File: config.mk
export PLATFORM = sky130hd
export DESIGN_NAME = mdio_peripheral
export DESIGN_NICKNAME = d
export VERILOG_FILES = /design/src/rtl/mdio_pkg.sv /design/src/rtl/mdio_shift16.sv /design/src/rtl/mdio_peripheral.sv
export SDC_FILE = /design/constraint.sdc
export NUM_CORES = 1
export LEC_CHECK = 0
export BUFFER_PORTS_ARGS = -buffer_cell sky130_fd_sc_hd__buf_2
export CAP_MARGIN = 10
export CORE_MARGIN = 8
export CORE_UTILIZATION = 58
export DETAILED_ROUTE_END_ITERATION = 6
export GPL_TIMING_DRIVEN = 0
export PLACE_DENSITY = 0.88
export SLEW_MARGIN = 20
export SYNTH_ARGS = -nofsm -noshare
export SYNTH_HDL_FRONTEND = slang
export SYNTH_HIERARCHICAL = 1
export SYNTH_SLANG_ARGS = --single-unit
File: constraint.sdc
create_clock -name MDC -period 6 [get_ports MDC]
set_input_delay 0.3 -clock MDC [delete_from_list [all_inputs] [get_ports MDC]]
set_output_delay 0.3 -clock MDC [all_outputs]
set_load 0.01 [all_outputs]
File: src/rtl/mdio_pkg.sv
// rtl/mdio_pkg.sv - shared constants and FSM state type for the MDIO peripheral
package mdio_pkg;

  localparam logic [1:0] ST_CODE  = 2'b01;
  localparam logic [1:0] OP_WRITE = 2'b01;
  localparam logic [1:0] OP_READ  = 2'b10;

  localparam int FRAME_BITS = 32;
  localparam int CNT_W      = $clog2(FRAME_BITS);

  localparam logic [CNT_W-1:0] ST_END    = 5'd1;
  localparam logic [CNT_W-1:0] OP_END    = 5'd3;
  localparam logic [CNT_W-1:0] REGAD_END = 5'd13;
  localparam logic [CNT_W-1:0] TA_END    = 5'd15;
  localparam logic [CNT_W-1:0] DATA_END  = 5'd31;

  typedef enum logic [2:0] {
    S_IDLE,
    S_HEADER,
    S_WRITE,
    S_READ,
    S_ABORT
  } mdio_state_e;

endpackage

File: src/rtl/mdio_shift16.sv
// rtl/mdio_shift16.sv - 16-bit left shift register with parallel load
// Serial input enters at bit 0; bit 15 of q_o is the serial output.
module mdio_shift16 (
  input  logic        clk_i,
  input  logic        rst_i,
  input  logic        load_i,
  input  logic [15:0] data_i,
  input  logic        shift_i,
  input  logic        sin_i,
  output logic [15:0] q_o
);

  logic [15:0] q_q;

  always_ff @(posedge clk_i) begin
    if (rst_i) begin
      q_q <= '0;
    end else if (load_i) begin
      q_q <= data_i;
    end else if (shift_i) begin
      q_q <= {q_q[14:0], sin_i};
    end
  end

  assign q_o = q_q;

endmodule

File: src/rtl/mdio_peripheral.sv
// rtl/mdio_peripheral.sv - MDIO Clause 22 PHY-side frame decoder and read-back serialiser
module mdio_peripheral
  import mdio_pkg::*;
(
  input  logic        MDC,
  input  logic        RESET,
  input  logic        MDIO_OE,
  input  logic        MDIO_OUT,
  input  logic [15:0] RD_DATA,
  output logic [4:0]  ADDR,
  output logic [15:0] WR_DATA,
  output logic        WR_STB,
  output logic        MDIO_DONE,
  output logic        MDIO_IN
);

  mdio_state_e      state_q, state_d;
  logic [CNT_W-1:0] cnt_q, cnt_d;
  logic [4:0]       addr_q, addr_d;
  logic [15:0]      wr_data_q, wr_data_d;
  logic             wr_stb_q, wr_stb_d;
  logic             done_q, done_d;
  logic             mdio_in_q, mdio_in_d;
  logic             sh_load, sh_shift;
  logic [15:0]      sh_q;
  logic [1:0]       pair;

  // Read data is preloaded one bit ahead so bit 15 of the shifter is always the next bit out.
  mdio_shift16 u_shift (
    .clk_i   (MDC),
    .rst_i   (RESET),
    .load_i  (sh_load),
    .data_i  ({RD_DATA[14:0], 1'b0}),
    .shift_i (sh_shift),
    .sin_i   (MDIO_OUT),
    .q_o     (sh_q)
  );

  assign pair = {sh_q[0], MDIO_OUT};

  always_comb begin
    state_d   = state_q;
    cnt_d     = cnt_q + 1'b1;
    addr_d    = addr_q;
    wr_data_d = wr_data_q;
    wr_stb_d  = 1'b0;
    done_d    = 1'b0;
    mdio_in_d = 1'b0;
    sh_load   = 1'b0;
    sh_shift  = 1'b0;
    unique case (state_q)
      S_IDLE: begin
        cnt_d = '0;
        if (MDIO_OE) begin
          state_d  = S_HEADER;
          cnt_d    = CNT_W'(1);
          sh_shift = 1'b1;
        end
      end
      S_HEADER: begin
        sh_shift = 1'b1;
        if (cnt_q == ST_END && pair != ST_CODE) begin
          state_d = S_ABORT;
        end
        if (cnt_q == OP_END && pair != OP_WRITE && pair != OP_READ) begin
          state_d = S_ABORT;
        end
        if (cnt_q == REGAD_END) begin
          addr_d = {sh_q[3:0], MDIO_OUT};
        end
        // OP sits at shifter bits 12:11 once bits 0..14 have been captured.
        if (cnt_q == TA_END) begin
          if (sh_q[12:11] == OP_WRITE) begin
            state_d = S_WRITE;
          end else begin
            state_d   = S_READ;
            sh_shift  = 1'b0;
            sh_load   = 1'b1;
            mdio_in_d = RD_DATA[15];
          end
        end
      end
      S_WRITE: begin
        if (!MDIO_OE) begin
          state_d = S_ABORT;
        end else begin
          sh_shift = 1'b1;
          if (cnt_q == DATA_END) begin
            wr_data_d = {sh_q[14:0], MDIO_OUT};
            wr_stb_d  = 1'b1;
            done_d    = 1'b1;
            state_d   = S_IDLE;
          end
        end
      end
      S_READ: begin
        if (cnt_q == DATA_END) begin
          done_d  = 1'b1;
          state_d = S_IDLE;
        end else begin
          sh_shift  = 1'b1;
          mdio_in_d = sh_q[15];
        end
      end
      S_ABORT: begin
        cnt_d = '0;
        if (!MDIO_OE) begin
          state_d = S_IDLE;
        end
      end
      default: begin
        state_d = S_IDLE;
        cnt_d   = '0;
      end
    endcase
  end

  always_ff @(posedge MDC) begin
    if (RESET) begin
      state_q   <= S_IDLE;
      cnt_q     <= '0;
      addr_q    <= '0;
      wr_data_q <= '0;
      wr_stb_q  <= 1'b0;
      done_q    <= 1'b0;
      mdio_in_q <= 1'b0;
    end else begin
      state_q   <= state_d;
      cnt_q     <= cnt_d;
      addr_q    <= addr_d;
      wr_data_q <= wr_data_d;
      wr_stb_q  <= wr_stb_d;
      done_q    <= done_d;
      mdio_in_q <= mdio_in_d;
    end
  end

  assign ADDR      = addr_q;
  assign WR_DATA   = wr_data_q;
  assign WR_STB    = wr_stb_q;
  assign MDIO_DONE = done_q;
  assign MDIO_IN   = mdio_in_q;

endmodule

==> impl_metrics.py, run 1 <==
metrics = {
    "timing": {
        "setup-tns-final_ps": 0,
        "drv_slew": 0,
        "hold_viol": 0,
        "skew_ps": 5.75,
        "finalCritPeriodShare": 0.401,
        "fmax_ghz": 0.416,
        "fin_crit_ps": 2400,
        "setup_viol": 0,
        "rsz0062_at_grt": "no",
    },
    "die": {
        "die_x_um": 77.4,
        "io_pins": 44,
        "rows": 22,
        "die_y_um": 77.4,
        "coreArea_um2": 3630,
        "die-area_um2": 5990,
        "start_util": 0.602,
    },
    "detailed_routing": {
        "drtPass1Iterations": 4,
        "drt-initial-drc-count": 69,
        "viasPerCell": 5.28,
        "drc": 0,
        "dr_total_vias": 1748,
        "finalWirelength_um": 4540,
        "ant_nets": 0,
        "wl_per_cell_um": 13.7,
    },
    "clock_tree": {
        "clock_latency_ps": 310,
        "clock_sinks": 48,
        "cts.path.max_buffers": 2,
        "cts_made_buffers": 5,
        "cts-htree-levels": 2,
        "post_cts_buffers": 0,
        "cts_tree": "yes",
        "clk_pin_slew_ps": 90,
        "cts_resized": 0,
        "postCtsHoldBufs": 0,
        "cts-root-buf": "clkbuf_8",
    },
    "global_routing": {
        "grt_pass1_vias": 1797,
        "grt_max_degree": 15,
        "antenna_found_initial": 0,
        "grt-ovfl-total": 0,
        "grt_pass1_wl_um": 7940,
        "grt_usage": 0.161,
    },
    "setup_path": {
        "r2r_end": "u_shift/q_o[11]",
        "cp_max_fo": 10,
        "cp_data_required_time_ps": 6230,
        "timing.rr.start": "cnt_q[0]",
        "end_kind": "flop",
        "setup.worst_path.start_class": "flop",
        "r2r_slack_ps": 3600,
        "reg2reg_depth": 8,
        "crit_arrival_ps": 2630,
        "crit_type": "reg2reg",
    },
    "finish": {
        "num_antenna_cells": 0,
        "fin_util": 0.702,
        "synthToLayoutAreaGrowth_pct": 16.6,
        "fin_nets": 306,
        "fin_area_um2": 2550,
        "final_layout_size_suffix_gt1_frac": 0.265,
    },
    "synth": {
        "synth.most_common_cell": "dfxtp_1",
        "netlist.area_leader.share": 0.439,
        "synth-seq-cells": 48,
        "syn_area_um2": 2190,
        "synthesis.nets": 257,
        "synth_area_leaders": "dfxtp_1 44%, mux2i_1 9.6%, nand2_1 6.0%",
        "synth-seq-area-share": 0.439,
        "async_reset_ff_frac": 0,
        "synth_cell_types": 41,
        "synth_edf_count": 0,
        "synthCells": 233,
        "syn_area_per_cell_um2": 9.39,
        "yosys-top-cells-count": "48 x dfxtp_1, 35 x nand2_1, 21 x mux2i_1, 20 x a21oi_1, 17 x nor2b_1",
        "ys_warn_count": 6,
        "yosys.area.top_type": "dfxtp_1",
        "synth_flop_cell": "dfxtp_1",
    },
    "worst_hold_path": {
        "holdCritStartpoint": "RESET",
        "min_delay_path_depth": 2,
        "min_path_type": "in2reg",
        "whs_endpoint": "state_q[1]",
    },
    "placed_design": {
        "dp_hpwl_um": 3360,
        "portBuffers": 42,
        "place_congestion": 0.855,
        "placed_area_um2": 2460,
    },
    "outcome": {
        "status": "finished, final reports clean",
    },
    "flow_run": {
        "maxCapViolations": 0,
    },
    "power": {
        "leakage_nw": 1.06,
        "power_density_nw_per_um2": 239,
        "total_power_w": 0.000611,
        "ir_drop_mv": 0.192,
    },
}
==> how the worst max path moves through the flow <==
stage,from,to,slack [ps],cells after the start
floorplan,cnt_q[0],u_shift/q_o[12],3950,10
global placement,cnt_q[0],u_shift/q_o[11],3690,8
detailed placement,cnt_q[0],u_shift/q_o[6],3650,8
global route,cnt_q[0],u_shift/q_o[7],3320,8
CTS,cnt_q[0],u_shift/q_o[11],3620,8
finish,cnt_q[0],u_shift/q_o[11],3600,8
==> state kept, by name, indices dropped and copies added, names as in the netlist <==
signal,cells
cnt_q,5
u_shift/q_o,16
WR_STB,1
state_q,3
ADDR,5
MDIO_IN,1
MDIO_DONE,1
WR_DATA,16
==> kinds of logic after synthesis <==
family	after synthesis	synth area share
AOI/OAI and AO/OA	49	0.161
buffers and inverters	21	0.0704
other	1	0.00171
muxes	21	0.0961
and+or+nand+nor	87	0.201
DFF	48	0.439
adders and majority gates	4	0.0229
xor gates and xnor gates	2	0.00801
==> area by class of cell <==
class	instances	area [um2]
Timing Repair Buffer	42	210
Sequential cell	48	961
Multi-Input combinational cell	164	1070
Buffer	16	135
Fill cell	305	1080
Tap cell	48	60.1
Inverter	5	18.8
Clock buffer	6	82.6
Clock inverter	2	10.0
==> power breakdown <==
| part | total, W | leakage, nW | switching (W) | internal, W |
|---|---|---|---|---|
| clock network | 0.000199 | 0.0510 | 0.000107 | 0.0000920 |
| logic | 0.0000839 | 0.617 | 0.0000416 | 0.0000423 |
| registers | 0.000328 | 0.387 | 0.00000469 | 0.000324 |
==> critical path, cell delays in order (launching register included) <==
cell and delay [ps]:
dfxtp_1 410, ha_1 230, and3_1 190, ha_1 270, o21ai_0 160, nor2_1 390, inv_1 230, buf_4 250
a211oi_2 190
==> cell usage in the layout (no fill, tap or decap), types with 2 or more instances in the layout <==
cell	count
clkbuf_1	3
inv_1	5
mux2i_1	21
o22ai_1	2
nor2b_1	17
nor2_1	16
buf_6	4
a21oi_1	20
buf_2	46
dfxtp_1	48
nor3_1	4
clkbuf_8	8
ha_1	4
o21ai_0	5
clkinv_2	2
a211oi_2	10
nand2_1	35
a211oi_1	6
nand4b_1	2
nand2b_1	2
nand3b_1	2
==> routing by layer <==
metal  GRT usage  vias up  wire, um
met2       0.271       40      2160
met3      0.0599        8       236
li1            -      886         -
met4      0.0566        0        73
met5           0        -         0
met1       0.181      814      2080
==> per-stage QoR <==
stage	worst slack, ps	hold WS, ps	instances
final	3600	230	331
after global routing	3320	232	331
after CTS	3620	225	331
after detailed placement	3650	445	323
after global placement	3690	440	323
after floorplan	3950	436	233
No activity file was read; power rests on OpenSTA's default activity.
==> inputs of run 2 (changes only) <==
--- a/config.mk
+++ b/config.mk
@@ -8,10 +8,10 @@
 export BUFFER_PORTS_ARGS = -buffer_cell sky130_fd_sc_hd__buf_2
 export CAP_MARGIN = 10
 export CORE_MARGIN = 8
-export CORE_UTILIZATION = 58
+export CORE_UTILIZATION = 54
 export DETAILED_ROUTE_END_ITERATION = 6
 export GPL_TIMING_DRIVEN = 0
-export PLACE_DENSITY = 0.88
+export PLACE_DENSITY = 0.83
 export SLEW_MARGIN = 20
 export SYNTH_ARGS = -nofsm -noshare
 export SYNTH_HDL_FRONTEND = slang
==> constraint.sdc (replaced) <==
create_clock -name MDC -period 2.3 [get_ports MDC]
set_input_delay 0.115 -clock MDC [delete_from_list [all_inputs] [get_ports MDC]]
set_output_delay 0.115 -clock MDC [all_outputs]
set_load 0.01 [all_outputs]
==> run 2 against run 1 <==
Compared with the run above: non-clock buffer count up 2; routed wire length rose by 3.5%; setup slack worse by 3500 ps; die area rose by 5.9%; clock-buffer cell count up 2; clock power increased to 2.5 times the previous value; cell count increased by 1.2%; critical path depth rose by 2; worst hold slack got worse by 160 ps; sequential power rose to 2.6 times the previous value; total power rose to 2.6 times the previous value; first-iteration DRC count increased by 48%; highest routed layer unchanged.
==> impl_metrics.py, run 2 (same netlist as run 1, synthesis figures left out) <==
metrics = {
    "setup_path": {
        "r2r_end": "u_shift/q_o[10]",
        "critPathLaunch": "cnt_q[0]",
        "setup.worst_path.start_class": "flop",
        "endpoint": "u_shift/q_o[10]",
        "timing.rr.start": "cnt_q[0]",
        "r2r_slack_ps": 110,
        "reg2reg_depth": 10,
        "crit_arrival_ps": 2370,
        "end_kind": "flop",
        "crit_type": "reg2reg",
        "cp_data_required_time_ps": 2480,
        "cp_max_fo": 10,
    },
    "detailed_routing": {
        "drt-met1-wl_um": 2160,
        "drt-initial-drc-count": 102,
        "dr_total_vias": 1718,
        "drc": 0,
        "highest_layer": "met4",
        "ant_nets": 0,
        "viasPerCell": 5.13,
        "finalWirelength_um": 4700,
        "met3_length_um": 235,
        "drtPass1Iterations": 4,
        "route.met2.wl_um": 2220,
        "wl_per_cell_um": 14.0,
    },
    "timing": {
        "setup_viol": 0,
        "skew_ps": 4.42,
        "drv_slew": 0,
        "fin_hold_ws_ps": 66.3,
        "finalCritPeriodShare": 0.953,
        "fmax_ghz": 0.456,
        "layout_setup_ws_ps": 108,
        "hold_viol": 0,
        "fin_crit_ps": 2190,
    },
    "power": {
        "leakage_nw": 1.05,
        "ir_drop_mv": 0.420,
        "power_density_nw_per_um2": 615,
        "total_power_w": 0.00160,
    },
    "placed_design": {
        "dp_slack_ps": -75.5,
        "portBuffers": 42,
        "place_congestion": 0.855,
        "dp_hpwl_um": 3330,
    },
    "clock_tree": {
        "postCtsHoldBufs": 0,
        "cts.path.max_buffers": 2,
        "cts_tree": "yes",
        "clock_sinks": 48,
        "clk_pin_slew_ps": 80,
        "cts_made_buffers": 5,
        "cts-root-buf": "clkbuf_8",
        "cts-htree-levels": 2,
        "clock_latency_ps": 290,
    },
    "global_routing": {
        "grt_usage": 0.150,
        "grt_pass1_wl_um": 7600,
        "grt_max_degree": 14,
        "antenna_found_initial": 0,
        "grt_pass1_vias": 1669,
        "grt-ovfl-total": 0,
    },
    "outcome": {
        "status": "finished, final reports clean",
    },
    "finish": {
        "num_antenna_cells": 0,
        "layout_common_cells": "47 x dfxtp_1, 46 x buf_2, 35 x nand2_1",
        "fin_nets": 308,
        "final_layout_size_suffix_gt1_frac": 0.288,
        "final_common_cell": "dfxtp_1",
        "synthToLayoutAreaGrowth_pct": 18.6,
    },
    "die": {
        "die_y_um": 79.6,
        "rows": 23,
        "die_x_um": 79.6,
        "start_util": 0.555,
        "io_pins": 44,
        "coreArea_um2": 3940,
        "die-area_um2": 6340,
    },
    "worst_hold_path": {
        "min_path_type": "in2reg",
        "min_delay_path_depth": 2,
    },
    "flow_run": {
        "maxCapViolations": 0,
    },
}
run 2: layout make-up:
| cell class | instances | area (um2) |
|---|---|---|
| multi-input combinational | 164 | 1100 |
| clock buffer | 8 | 90.1 |
| buffer | 16 | 135 |
| inverter | 5 | 18.8 |
| tap | 50 | 62.6 |
| timing repair buffer | 44 | 225 |
| sequential | 48 | 962 |
| fill | 313 | 1350 |
run 2: repair_timing:
| item | CTS | global route |
|---|---|---|
| gates resized for setup | 4 | 5 |
| buffers inserted | 0 | 2 |
| endpoints found under the setup margin | 10 | 10 |
| pin swaps | 1 | 1 |
run 2: how the worst min path moves through the flow:
stage	startpoint	endpoint	slack [ps]
final	RESET	WR_DATA[6]	70
after global routing	RESET	state_q[1]	60
after CTS	RESET	WR_DATA[6]	50
after detailed placement	RESET	WR_DATA[6]	360
after global placement	RESET	WR_DATA[6]	360
after floorplan	MDIO_OUT	WR_DATA[0]	250
run 2: metrics by stage:
| step | instances | setup TNS (ps) | area, um2 | utilization |
|---|---|---|---|---|
| after floorplan | 233 | 0 | 2190 | - |
| after global placement | 325 | -169 | 2460 | 0.624 |
| after detailed placement | 325 | -666 | 2460 | 0.624 |
| after CTS | 333 | 0 | 2560 | 0.649 |
| after global routing | 335 | -1.10 | 2590 | 0.658 |
| final | 335 | 0 | 2590 | 0.658 |
run 2: critical path, cell delays in order (launching register included):
cell and delay, ps:
dfxtp_2 350, ha_1 240, and3_1 240, ha_2 220, nand2_1 70, o211ai_1 90
a21oi_1 210, buf_6 170, buf_12 150, mux2i_2 250, a211oi_2 100
run 2: where the power goes:
group	switching [W]	total (W)	leakage (nW)	internal, W
logic	0.000114	0.000235	0.620	0.000122
registers	0.0000125	0.000857	0.388	0.000844
clock network	0.000258	0.000504	0.0455	0.000245
run 2: layer usage:
layer / vias up / track usage
met5: - / 0
met4: 0 / 0.0648
met3: 8 / 0.0529
met2: 34 / 0.238
met1: 785 / 0.177
li1: 891 / -
==> inputs of run 3 (changes only) <==
--- a/config.mk
+++ b/config.mk
@@ -5,6 +5,7 @@
 export SDC_FILE = /design/constraint.sdc
 export NUM_CORES = 1
 export LEC_CHECK = 0
+export ABC_AREA = 1
 export BUFFER_PORTS_ARGS = -buffer_cell sky130_fd_sc_hd__buf_2
 export CAP_MARGIN = 10
 export CORE_MARGIN = 8
==> run 3 against run 2 <==
Compared with the run above: setup slack improved by 74 ps; non-clock buffer count fell by 5; routed wire length rose by 2.7%; synthesized cell count rose by 32%; cell count rose by 22%; combinational power rose by 38%; area after synthesis barely moved; total power rose by 13%; clock skew barely moved; core utilization fell by 0.44 points; first-iteration DRC count rose by 50%; sequential share of layout area rose by 0.25 points; critical path type unchanged; critical endpoint is now u_shift/q_o[14].
==> impl_metrics.py, run 3 <==
metrics = {
    "global_routing": {
        "antenna_found_initial": 0,
        "grt-ovfl-total": 0,
        "grt_usage": 0.156,
        "grt_pass1_vias": 1843,
        "grt_pass1_wl_um": 8020,
        "grt_max_degree": 15,
    },
    "synth": {
        "synth-xor-area-share": 0.00400,
        "synth.most_common_cell": "nand2_1",
        "synth-simple-area-share": 0.336,
        "yosys.area_share.adder": 0.0229,
        "synth_area_leaders": "dfxtp_1 44%, nand2_1 13%, nor2_1 9.3%",
        "synth_top_family_by_area": "simple AND/OR/NAND/NOR gates",
        "yosys.area.top_type": "dfxtp_1",
        "syn_area_per_cell_um2": 7.11,
        "netlist.area_leader.share": 0.439,
        "synthCells": 308,
        "synthesis.nets": 332,
        "synth-seq-area-share": 0.439,
        "synth_flop_cell": "dfxtp_1",
        "synth_mux_area_frac": 0,
        "ys_warn_count": 6,
        "syn_area_um2": 2190,
        "synth_compound_area_frac": 0.0829,
        "yosys-top-cells-count": "77 x nand2_1, 54 x nor2_1, 48 x dfxtp_1, 35 x nand3_1, 33 x inv_1",
        "synth-seq-cells": 48,
        "synth_cell_types": 25,
        "async_reset_ff_frac": 0,
        "synth_edf_count": 0,
    },
    "timing": {
        "setup_viol": 0,
        "finalCritPeriodShare": 0.921,
        "skew_ps": 4.57,
        "setup-tns-final_ps": 0,
        "rsz0062_at_grt": "no",
        "fmax_ghz": 0.472,
        "layout_setup_ws_ps": 182,
        "drv_slew": 0,
        "hold_viol": 0,
        "fin_crit_ps": 2120,
    },
    "detailed_routing": {
        "dr_total_vias": 1995,
        "drtPass1Iterations": 4,
        "ant_nets": 0,
        "wl_per_cell_um": 11.8,
        "drt-initial-drc-count": 153,
        "drc": 0,
        "viasPerCell": 4.88,
        "finalWirelength_um": 4830,
    },
    "power": {
        "leakage_nw": 1.29,
        "power_density_nw_per_um2": 700,
        "total_power_w": 0.00181,
        "ir_drop_mv": 0.433,
    },
    "finish": {
        "final_layout_size_suffix_gt1_frac": 0.192,
        "fin_nets": 382,
        "layout_common_cells": "77 x nand2_1, 54 x nor2_1, 47 x dfxtp_1",
        "fillers": 350,
        "fin_util": 0.654,
        "synthToLayoutAreaGrowth_pct": 17.8,
        "final_common_cell": "nand2_1",
        "num_antenna_cells": 0,
        "finalNonFillerCells": 409,
    },
    "die": {
        "coreArea_um2": 3940,
        "die_y_um": 79.7,
        "die-area_um2": 6350,
        "start_util": 0.555,
        "rows": 23,
        "io_pins": 44,
        "die_x_um": 79.7,
    },
    "outcome": {
        "status": "finished, final reports clean",
    },
    "setup_path": {
        "cp_max_fo": 10,
        "cp_data_required_time_ps": 2530,
        "setup.worst_path.start_class": "flop",
        "crit_type": "reg2reg",
        "crit_arrival_ps": 2350,
        "end_kind": "flop",
    },
    "placed_design": {
        "place_inst": 401,
        "dp_hpwl_um": 3700,
        "dp_slack_ps": 188,
        "place_congestion": 0.904,
        "portBuffers": 43,
    },
    "clock_tree": {
        "clock_latency_ps": 300,
        "cts_tree": "yes",
        "post_cts_buffers": 0,
        "cts.path.max_buffers": 2,
        "clock_sinks": 48,
        "clk_pin_slew_ps": 80,
        "cts-htree-levels": 2,
        "cts_made_buffers": 5,
        "cts-root-buf": "clkbuf_8",
    },
    "worst_hold_path": {
        "min_path_type": "in2reg",
    },
    "flow_run": {
        "maxCapViolations": 0,
    },
}
-- run 3: cell types whose count changed after synthesis, sizes merged, moves of 3 or more --
cell and change:
inv +31, nor2b -17, mux2i -21, a211oi -16
nor3 -3, nand2 +42, a21oi -10, nor2 +38
nand3 +35, o21ai +17, clkbuf -3
-- run 3: logic make-up (layout without fill, tap and decap cells) --
kind of cell | after synthesis | in the layout
other | 1 | 1
adder cells (fa/ha/maj) | 4 | 4
AO/OA/AOI/OAI | 35 | 35
XOR/XNOR | 1 | 1
buffers and inverters | 48 | 99
AND/OR/NAND/NOR | 171 | 171
flip-flops | 48 | 48
-- run 3: layout make-up --
cell class              count  area (um2)  area share
plain buffers              12         109      0.0422
clock inverters             2        35.0      0.0136
well taps                  50        62.6      0.0243
flip-flops and latches     48         962       0.373
repair buffers             43         215      0.0835
multi-input cells         212         981       0.381
clock buffers               6        72.6      0.0282
inverters                  36         140      0.0544
-- run 3: stage by stage --
stage	instance area [um2]	hold slack [ps]
floorplan	2190	184
global placement	2470	395
detailed placement	2470	396
CTS	2570	65.2
global route	2580	64.7
finish	2580	74.5
-- run 3: final timing paths --
check / start / endpoint / slack [ps] / depth (start not counted)
setup / recovery: cnt_q[1] / u_shift/q_o[14] / 180 / 12
hold / removal: RD_DATA[15] / MDIO_IN / 70 / 3
setup reg to reg: cnt_q[1] / u_shift/q_o[14] / 180 / 12
hold reg to reg: WR_DATA[5] / WR_DATA[5] / 480 / 2
-- run 3: where the power goes --
part	switching [W]	internal (W)	leakage (nW)	total (W)
registers	0.0000279	0.000856	0.388	0.000884
clock network	0.000274	0.000323	0.0552	0.000596
logic	0.000202	0.000123	0.842	0.000325
-- run 3: routing by layer --
layer  GRT usage  up-vias  part of all wire
li1            -     1062                 -
met1       0.171      880              0.42
met2       0.267       47              0.49
met3      0.0552        6             0.073
met4      0.0667        0             0.012
met5           0        -                 0
-- run 3: critical path, stage by stage, from the launching register on --
cell and delay, ps:
dfxtp_1 360, ha_2 210, inv_1 40, nor2_1 160, ha_1 260, inv_1 100, nand2_1 100, o211ai_1 100
buf_4 190, nor2_8 130, buf_6 160, nand2_1 70, a21oi_1 150
-- run 3: what timing repair did --
item / in CTS / in global routing
setup endpoints to repair: 0 / 7
hold buffers: 0 / 0
gates resized for setup: 0 / 2
